==> config.mk <==
export PLATFORM = sky130hd
export DESIGN_NAME = apb_uart_tx
export DESIGN_NICKNAME = d
export VERILOG_FILES = /design/src/rtl/apb_uart_tx.sv
export SDC_FILE = /design/constraint.sdc
export NUM_CORES = 1
export LEC_CHECK = 0
export CORE_AREA = 3 3 125 127
export CTS_CLUSTER_SIZE = 14
export DETAILED_ROUTE_END_ITERATION = 10
export DIE_AREA = 0 0 128 130
export PLACE_DENSITY = 0.73
export SLEW_MARGIN = 20
export SYNTH_ARGS = -nofsm -noshare
export SYNTH_HDL_FRONTEND = slang
export SYNTH_SLANG_ARGS = --single-unit
==> constraint.sdc <==
create_clock -name clk -period 4.25 [get_ports clk]
set_input_delay 0.425 -clock clk [delete_from_list [all_inputs] [get_ports clk]]
set_output_delay 0.425 -clock clk [all_outputs]
set_load 0.01 [all_outputs]
==> src/rtl/apb_uart_tx.sv <==
// APB slave transmit-only UART: 8-entry byte FIFO feeding an 8N1 serialiser,
// with status/divisor/control registers and a level "TX drained" interrupt.
module apb_uart_tx #(
    parameter int          ADDR_WIDTH  = 32,
    parameter int          DATA_WIDTH  = 32,
    parameter int          FIFO_DEPTH  = 8,
    parameter logic [15:0] DEFAULT_DIV = 16'd868
) (
    input  logic                  clk,
    input  logic                  rts,
    input  logic [ADDR_WIDTH-1:0] paddr,
    input  logic [DATA_WIDTH-1:0] pwdata,
    output logic [DATA_WIDTH-1:0] prdata,
    input  logic                  psel,
    input  logic                  penable,
    input  logic                  pwrite,
    input  logic [3:0]            pstb,
    output logic                  pready,
    output logic                  perr,
    output logic                  tx,
    output logic                  irq
);

    localparam int PTR_W = $clog2(FIFO_DEPTH);

    typedef enum logic [1:0] {IDLE, START, DATA, STOP} state_e;

    state_e         state_q, state_d;
    logic [7:0]     shift_q, shift_d;
    logic [2:0]     bit_cnt_q, bit_cnt_d;
    logic [15:0]    timer_q, timer_d;
    logic [15:0]    bit_div_q, bit_div_d;
    logic           tx_q, tx_d;
    logic           irq_q, irq_d;
    logic [15:0]    div_q, div_d;
    logic [1:0]     ctrl_q, ctrl_d;
    logic [PTR_W:0] wr_ptr_q, wr_ptr_d;
    logic [PTR_W:0] rd_ptr_q, rd_ptr_d;
    logic [7:0]     mem_q [FIFO_DEPTH];
    logic [7:0]     mem_d [FIFO_DEPTH];

    logic           access, addr_ok, wr_access, tick, push, pop;
    logic           busy, full, empty;
    logic [1:0]     sel;
    logic [PTR_W:0] count;
    logic [15:0]    div_eff;
    logic           unused_bits;

    assign unused_bits = ^{paddr[ADDR_WIDTH-1:4], pwdata[DATA_WIDTH-1:16], pstb[3:2]};

    assign access    = psel & penable;
    assign addr_ok   = (paddr[1:0] == 2'b00);
    assign sel       = paddr[3:2];
    assign wr_access = access & pwrite & addr_ok;
    assign pready    = access;

    assign count   = wr_ptr_q - rd_ptr_q;
    assign empty   = (count == '0);
    assign full    = (count == (PTR_W+1)'(FIFO_DEPTH));
    assign busy    = (state_q != IDLE);
    assign tick    = (timer_q == 16'd0);
    assign div_eff = (div_q == 16'd0) ? 16'd1 : div_q;

    // A frame starts from IDLE, or straight out of the last STOP clock so
    // back-to-back frames leave no idle gap.
    assign pop  = ctrl_q[0] & ~empty & ((state_q == IDLE) | ((state_q == STOP) & tick));
    assign push = wr_access & (sel == 2'd0) & pstb[0] & (~full | pop);

    assign perr = access & (~addr_ok
                          | (pwrite & (sel == 2'd1))
                          | (pwrite & (sel == 2'd0) & pstb[0] & full & ~pop));

    always_comb begin
        prdata = '0;
        if (access & ~pwrite & addr_ok) begin
            case (sel)
                2'd1: begin
                    prdata[0]            = busy;
                    prdata[1]            = full;
                    prdata[2]            = empty;
                    prdata[8 +: PTR_W+1] = count;
                end
                2'd2:    prdata[15:0] = div_q;
                2'd3:    prdata[1:0]  = ctrl_q;
                default: prdata       = '0;
            endcase
        end
    end

    always_comb begin
        div_d    = div_q;
        ctrl_d   = ctrl_q;
        mem_d    = mem_q;
        wr_ptr_d = wr_ptr_q + (PTR_W+1)'(push);
        rd_ptr_d = rd_ptr_q + (PTR_W+1)'(pop);
        if (wr_access & (sel == 2'd2)) begin
            if (pstb[0]) div_d[7:0]  = pwdata[7:0];
            if (pstb[1]) div_d[15:8] = pwdata[15:8];
        end
        if (wr_access & (sel == 2'd3) & pstb[0]) ctrl_d = pwdata[1:0];
        if (push) mem_d[wr_ptr_q[PTR_W-1:0]] = pwdata[7:0];
    end

    always_comb begin
        state_d   = state_q;
        shift_d   = shift_q;
        bit_cnt_d = bit_cnt_q;
        timer_d   = timer_q;
        bit_div_d = bit_div_q;
        tx_d      = tx_q;
        irq_d     = ctrl_q[1] & empty & ~busy;
        case (state_q)
            START: begin
                if (tick) begin
                    state_d   = DATA;
                    bit_cnt_d = 3'd0;
                    tx_d      = shift_q[0];
                    shift_d   = shift_q >> 1;
                    timer_d   = bit_div_q - 16'd1;
                end else begin
                    timer_d = timer_q - 16'd1;
                end
            end
            DATA: begin
                if (tick) begin
                    timer_d = bit_div_q - 16'd1;
                    if (bit_cnt_q == 3'd7) begin
                        state_d = STOP;
                        tx_d    = 1'b1;
                    end else begin
                        bit_cnt_d = bit_cnt_q + 3'd1;
                        tx_d      = shift_q[0];
                        shift_d   = shift_q >> 1;
                    end
                end else begin
                    timer_d = timer_q - 16'd1;
                end
            end
            STOP: begin
                if (tick) begin
                    state_d = IDLE;
                    tx_d    = 1'b1;
                end else begin
                    timer_d = timer_q - 16'd1;
                end
            end
            default: tx_d = 1'b1;
        endcase
        // The divisor is captured per frame so DIV writes only affect the next one.
        if (pop) begin
            state_d   = START;
            shift_d   = mem_q[rd_ptr_q[PTR_W-1:0]];
            bit_div_d = div_eff;
            timer_d   = div_eff - 16'd1;
            tx_d      = 1'b0;
        end
    end

    always_ff @(posedge clk) begin
        if (rts) begin
            state_q   <= IDLE;
            shift_q   <= 8'd0;
            bit_cnt_q <= 3'd0;
            timer_q   <= 16'd0;
            bit_div_q <= 16'd1;
            tx_q      <= 1'b1;
            irq_q     <= 1'b0;
            div_q     <= DEFAULT_DIV;
            ctrl_q    <= 2'd0;
            wr_ptr_q  <= '0;
            rd_ptr_q  <= '0;
        end else begin
            state_q   <= state_d;
            shift_q   <= shift_d;
            bit_cnt_q <= bit_cnt_d;
            timer_q   <= timer_d;
            bit_div_q <= bit_div_d;
            tx_q      <= tx_d;
            irq_q     <= irq_d;
            div_q     <= div_d;
            ctrl_q    <= ctrl_d;
            wr_ptr_q  <= wr_ptr_d;
            rd_ptr_q  <= rd_ptr_d;
        end
    end

    always_ff @(posedge clk) begin
        mem_q <= mem_d;
    end

    assign tx  = tx_q;
    assign irq = irq_q;

endmodule

# After elaboration in Yosys (flattened, before gate mapping)
# Index checks and enable logic that the tools add are counted.
dict set report op_classes {
  n_lt_le_gt_ge 3
  reduce_logical 23
  addsub 7
  eq_ne 19
  n_bitwise 34
  muxes 38
}
# operator count
set op_table {}
lappend op_table {{16-bit 2-to-1 mux} 5}
lappend op_table {{64-bit bitwise mux} 1}
lappend op_table {{8-bit 2-to-1 mux} 7}
lappend op_table {{16-bit by 1-bit subtractor with 16-bit output, second input constant} 3}
lappend op_table {{16-bit zero test} 2}
lappend op_table {{16-bit case mux with 2 select lines} 1}
lappend op_table {{8-bit binary-select mux with 3-bit select} 1}
lappend op_table {{8-bit demux with 3-bit select} 1}
lappend op_table {{1-bit bitwise AND} 22}
lappend op_table {{3-bit inequality test, second input constant} 6}
lappend op_table {{8-bit case mux with 2 select lines} 1}
lappend op_table {{2-bit case mux with 3 select lines} 2}
lappend op_table {{2-bit inequality test, second input constant} 5}
lappend op_table {{5-bit AND reduction} 2}
lappend op_table {{3-bit 2-to-1 mux} 3}
lappend op_table {{3-bit nonzero test} 3}
lappend op_table {{4-bit by 1-bit adder with 4-bit output} 2}
lappend op_table {{2-bit equality test, second input constant} 4}
lappend op_table {{4-bit greater-or-equal comparator, second input constant} 2}
lappend op_table {{2-bit 2-to-1 mux} 4}
lappend op_table {{3-bit inverter with 4-bit output} 2}
lappend op_table {{4-bit case mux with 2 select lines} 1}
lappend op_table {{4-bit AND reduction} 2}
lappend op_table {{2-bit zero test} 3}
lappend op_table {{other kinds (21)} 39}
dict set report totals {
  regBits 137
  word_cells 145
  output_inout_bits 36
  input_bits 73
}

# Depth between registers and ports, before layout
dict set report depth {
  ltp_word 9
  mapped_depth 14
  mapped_depth_nobuf 12
}

# Least setup slack after synthesis
# No wires, ideal clock.
dict set report synth_timing {
  path_type {register to output}
  start {reg rd_ptr_q[1]}
  end {out perr}
  path_slack_ps 655
  path_stages_with_launch 11
  arrival_time_ps 3170
  t_required_ps 3825
  n_path_buf 2
  path_cell_list {dfxtp_1 -> clkbuf_1 -> clkbuf_1 -> inv_1 -> fa_1 -> xor2_1 -> or3_1 -> o31ai_2 -> nor2_2 -> or4_1 -> a31oi_1}
}
dict set report synth_via {
  elab_chain_cells 9
  elab_cells_between_ends 11
  classes_between {add/sub: 1; eq/ne: 1; bitwise: 8; reduce/logical: 1}
}
# item line_no
set synth_rtl {}
lappend synth_rtl {{from (decl)} 38} ;# logic [PTR_W:0] rd_ptr_q, rd_ptr_d;
lappend synth_rtl {{from (signal assigned)} 183} ;# rd_ptr_q <= rd_ptr_d;
lappend synth_rtl {{4-bit subtractor *} 57} ;# assign count = wr_ptr_q - rd_ptr_q;
lappend synth_rtl {{4-bit zero test} 58} ;# assign empty = (count == '0);
lappend synth_rtl {{1-bit inverter} 66} ;# assign pop = ctrl_q[0] & ~empty & ((state_q == IDLE) | ((state_q == STOP) & tick));
lappend synth_rtl {{1-bit bitwise AND (2 in a row)} 66}
lappend synth_rtl {{1-bit inverter} 71} ;# | (pwrite & (sel == 2'd0) & pstb[0] & full & ~pop));
lappend synth_rtl {{1-bit bitwise AND *} 71}
lappend synth_rtl {{1-bit bitwise OR *} 71}
lappend synth_rtl {{1-bit bitwise AND *} 69} ;# assign perr = access & (~addr_ok
lappend synth_rtl {{to (decl)} 19} ;# output logic perr,
# Mark *: on every way between the ends. The rest lies on a longest branch, timed or not.

# Final worst setup path
dict set report layout_timing {
  start {reg wr_ptr_q[0]}
  end {out perr}
}
dict set report layout_via {
  elab_chain_cells 9
  elab_cells_between_ends 11
  classes_between {add/sub: 1; eq/ne: 1; bitwise: 8; reduce/logical: 1}
}
# item line_no
set layout_rtl {}
lappend layout_rtl {{from (decl)} 37} ;# logic [PTR_W:0] wr_ptr_q, wr_ptr_d;
lappend layout_rtl {{from (signal assigned)} 182} ;# wr_ptr_q <= wr_ptr_d;
lappend layout_rtl {{4-bit subtractor *} 57}
lappend layout_rtl {{4-bit zero test} 58}
lappend layout_rtl {{1-bit inverter} 66}
lappend layout_rtl {{1-bit bitwise AND (2 in a row)} 66}
lappend layout_rtl {{1-bit inverter} 71}
lappend layout_rtl {{1-bit bitwise AND *} 71}
lappend layout_rtl {{1-bit bitwise OR *} 71}
lappend layout_rtl {{1-bit bitwise AND *} 69}
# Marks and branches as above.

==> results.sh <==
export IMPL_status="complete, no violations"
export IMPL_worstHoldPathType="register to register"
export IMPL_start_util=0.496
export IMPL_p_leak_nw=2.95
export IMPL_drcViolationCount=0
export IMPL_htree_levels=4
export IMPL_cts_tree="built"
export IMPL_setup_worst_path_start="wr_ptr_q[0]"
export IMPL_path_clk_slew_ns=0.06
export IMPL_fillers=1269
export IMPL_ctsHoldBuffers=0
export IMPL_globalplace_congestion=0.900
export IMPL_finish_instance_area_um2=8310
export IMPL_clock_fmax_mhz=249
export IMPL_syn_mean_instance_area_um2=10.1
export IMPL_fin_cells=947
export IMPL_avgViaCountPerCell=5.98
export IMPL_grt_pass1_vias=5389
export IMPL_r2r_start="wr_ptr_q[0]"
export IMPL_route_detailed_wl_per_inst_um=18.0
export IMPL_synth_seq_area_share=0.469
export IMPL_drt_iter0_markers=563
export IMPL_intPower_mw=2.63
export IMPL_cts_buffers=17
export IMPL_finalSetupViolCount=0
export IMPL_yosysUniqueCellTypes=69
export IMPL_yosysTopAreaCellShare=0.266
export IMPL_rows=44
export IMPL_setup_tns_ns=0
export IMPL_dp_cells=915
export IMPL_p_sw_frac=0.334
export IMPL_cp_start_kind="register"
export IMPL_power_switching_mw=1.32
export IMPL_synth_ff_type="dfxtp_1"
export IMPL_worstPathRequired_ns=3.83
export IMPL_synth_seq_cells=137
export IMPL_post_place_ws_ns=0.627
export IMPL_place_area_um2=7740
export IMPL_synth_edf_count=64
export IMPL_totalWireLength_mm=17.0
export IMPL_dp_hpwl_mm=11.8
export IMPL_grt_use_total=0.210
export IMPL_finalClockSkew_ns=0.0117
export IMPL_critPathBufInv=3
export IMPL_path_max_fanout=3
export IMPL_min_delay_start="shift_q[2]"
export IMPL_hold_viol=0
export IMPL_area_growth_pct=15.2
export IMPL_ios=109
export IMPL_synth_largest_area_cell="edfxtp_1"
export IMPL_maxCapViolations=0
export IMPL_async_reset_ff_frac=0
export IMPL_layout_drive_gt1_share=0.0970
export IMPL_dr_pass1_iters=7
export IMPL_clock_path_buffers=2
export IMPL_finalPower_mw=3.95
export IMPL_diodes=0
export IMPL_grt_max_degree=51
export IMPL_yosysWarnings=0
export IMPL_numClockSinks=137
export IMPL_power_density_nw_per_um2=475
export IMPL_grt_pass1_wl_mm=27.4
export IMPL_ys_top_cells_by_area="edfxtp_1 27%, dfxtp_1 20%, mux4_2 5.0%"
export IMPL_detailroute_via_count=5659
export IMPL_cts_root_buf="clkbuf_16"
export IMPL_crit_family="simple AND/OR/NAND/NOR gates"
export IMPL_port_buffers=46
export IMPL_die_area_um2=16600
export IMPL_synthCells=716
export IMPL_core_um2=14500
export IMPL_cpMostUsedCell="inv_1"
export IMPL_dieHeight_um=130
export IMPL_finalCritPeriodShare=0.947
export IMPL_ant_nets=0
export IMPL_antenna_found_initial=0
export IMPL_worstSetupPathType="register to primary output"
export IMPL_final_max_slew_viol_count=0
export IMPL_p_clk_frac=0.351
export IMPL_arrival_ns=3.60
export IMPL_cp_cell_sequence="inv_1, ha_1, inv_1, fa_1, xor2_1, or3_1, o31ai_4, nor2_4, or4_1, a31oi_1, clkdlybuf4s50_1"
export IMPL_pwr_share_seq=0.389
export IMPL_setup_slack_ns=0.226
export IMPL_fin_nets=848
export IMPL_irDropWorstVdd_uv=277
export IMPL_worstSkewPairLatency_ns=0.43
export IMPL_combPwrFrac=0.259
export IMPL_slowest_delay_ns=0.56
export IMPL_relSlewSlack=0.382
export IMPL_synthesis_area_um2=7210
export IMPL_die_x_um=128
export IMPL_cp_end_kind="primary output"
export IMPL_rsz0062_at_grt="no"
export IMPL_crit_path_top_delay_cell="clkdlybuf4s50_1"
export IMPL_period_needed_ns=4.02
export IMPL_grt_overflow=0
export IMPL_tightest_slew_ns=0.924
-- layout make-up --
type                    instances  area [µm²]  area share
inverters                      26        97.6      0.0117
repair buffers                 56         531      0.0638
well taps                     184         230      0.0277
flip-flops and latches        137        3380       0.407
multi-input cells             512        3510       0.422
clock buffers                  17         425      0.0512
clock inverters                15         133      0.0160
-- cell usage after synthesis, types with 7 or more instances --
master     instances
a21oi_1           42
a22oi_1           12
and3_1            13
buf_2             11
buf_4             16
clkbuf_1          25
dfxtp_1           73
edfxtp_1          64
ha_1              24
inv_1             25
mux2i_1           21
mux4_2            16
nand2_1           88
nand3_1           11
nor2_1            67
nor3_1            15
nor4_1            10
o21ai_0           11
o2bb2ai_1          8
or3_1             11
or4_1              7
xnor2_1           17
xor2_1            15
-- layer usage --
| metal | share of wire | GRT usage | routed length, µm | vias up |
|---|---|---|---|---|
| met5 | 0 | 0 | 0 | - |
| met4 | 0.013 | 0.0674 | 218 | 0 |
| met3 | 0.074 | 0.0544 | 1260 | 25 |
| met2 | 0.48 | 0.345 | 8210 | 253 |
| met1 | 0.43 | 0.274 | 7340 | 2729 |
| li1 | - | - | - | 2652 |
-- flip-flops by register name, summed over array words and instances, names as in the netlist --
signal / flops
div_q: 16
timer_q: 16
bit_cnt_q: 3
bit_div_q: 16
state_q: 2
wr_ptr_q: 4
mem_q: 64
shift_q: 8
tx: 1
ctrl_q: 2
irq: 1
rd_ptr_q: 4
-- timing repair --
item | in CTS | in global routing
resized for setup | 0 | 1
buffers inserted | 0 | 0
setup endpoints to repair | 0 | 1
endpoints found under the hold margin | 0 | 0
-- cell usage in the layout, fill, tap and decap left out, types with 4 or more instances in the layout --
| cell | netlist | final |
|---|---|---|
| a211o_1 | 6 | 6 |
| a211oi_1 | 5 | 5 |
| a21oi_1 | 42 | 42 |
| a22oi_1 | 12 | 12 |
| a31oi_1 | 6 | 6 |
| and3_1 | 13 | 13 |
| buf_4 | 16 | 10 |
| clkbuf_16 | 0 | 17 |
| clkdlybuf4s50_1 | 0 | 45 |
| conb_1 | 1 | 16 |
| dfxtp_1 | 73 | 73 |
| edfxtp_1 | 64 | 64 |
| ha_1 | 24 | 24 |
| inv_1 | 25 | 25 |
| inv_6 | 0 | 5 |
| inv_8 | 0 | 4 |
| mux2i_1 | 21 | 21 |
| mux4_2 | 16 | 16 |
| nand2_1 | 88 | 88 |
| nand3_1 | 11 | 11 |
| nand4_1 | 4 | 4 |
| nor2_1 | 67 | 67 |
| nor2b_1 | 6 | 6 |
| nor3_1 | 15 | 15 |
| nor3b_1 | 6 | 6 |
| nor4_1 | 10 | 10 |
| nor4b_1 | 6 | 6 |
| o211ai_1 | 6 | 6 |
| o21ai_0 | 11 | 11 |
| o221ai_1 | 4 | 4 |
| o22ai_1 | 4 | 4 |
| o2bb2ai_1 | 8 | 8 |
| or2_2 | 6 | 6 |
| or3_1 | 11 | 11 |
| or4_1 | 7 | 7 |
| xnor2_1 | 17 | 17 |
| xor2_1 | 15 | 15 |
-- power groups by stage --
| stage | sequential [mW] | clock (mW) | combinational, mW |
|---|---|---|---|
| 2_1_floorplan | 1.54 | 0 | 0.791 |
| 3_3_place_gp | 1.56 | 0 | 0.957 |
| 3_5_place_dp | 1.56 | 0 | 0.995 |
| 4_1_cts | 1.54 | 1.40 | 1.00 |
| 5_1_grt | 1.55 | 1.46 | 1.13 |
| 6_report | 1.54 | 1.39 | 1.02 |
-- path summary, 6_finish.rpt --
path,end,slack (ns),cells after the start
max,perr,0.23,11
min,shift_q[2],0.47,1
max reg2reg,timer_q[7],0.97,11
min reg2reg,shift_q[2],0.47,1
-- per-stage QoR --
stage          hold slack (ns)  utilization
6_report                 0.466        0.572
5_1_grt                  0.487        0.572
4_1_cts                  0.466        0.571
3_5_place_dp             0.449        0.533
3_3_place_gp             0.444        0.533
2_1_floorplan            0.425            -
-- logic make-up after synthesis --
kind of cell,share of synthesized area
AO/OA/AOI/OAI,0.121
buffers and inverters,0.0539
XOR/XNOR,0.0389
other,0.000520
multiplexers,0.0822
adder cells (fa/ha/maj),0.0444
flip-flops,0.469
AND/OR/NAND/NOR,0.190
Note: power is estimated with default switching activity, not from simulation.
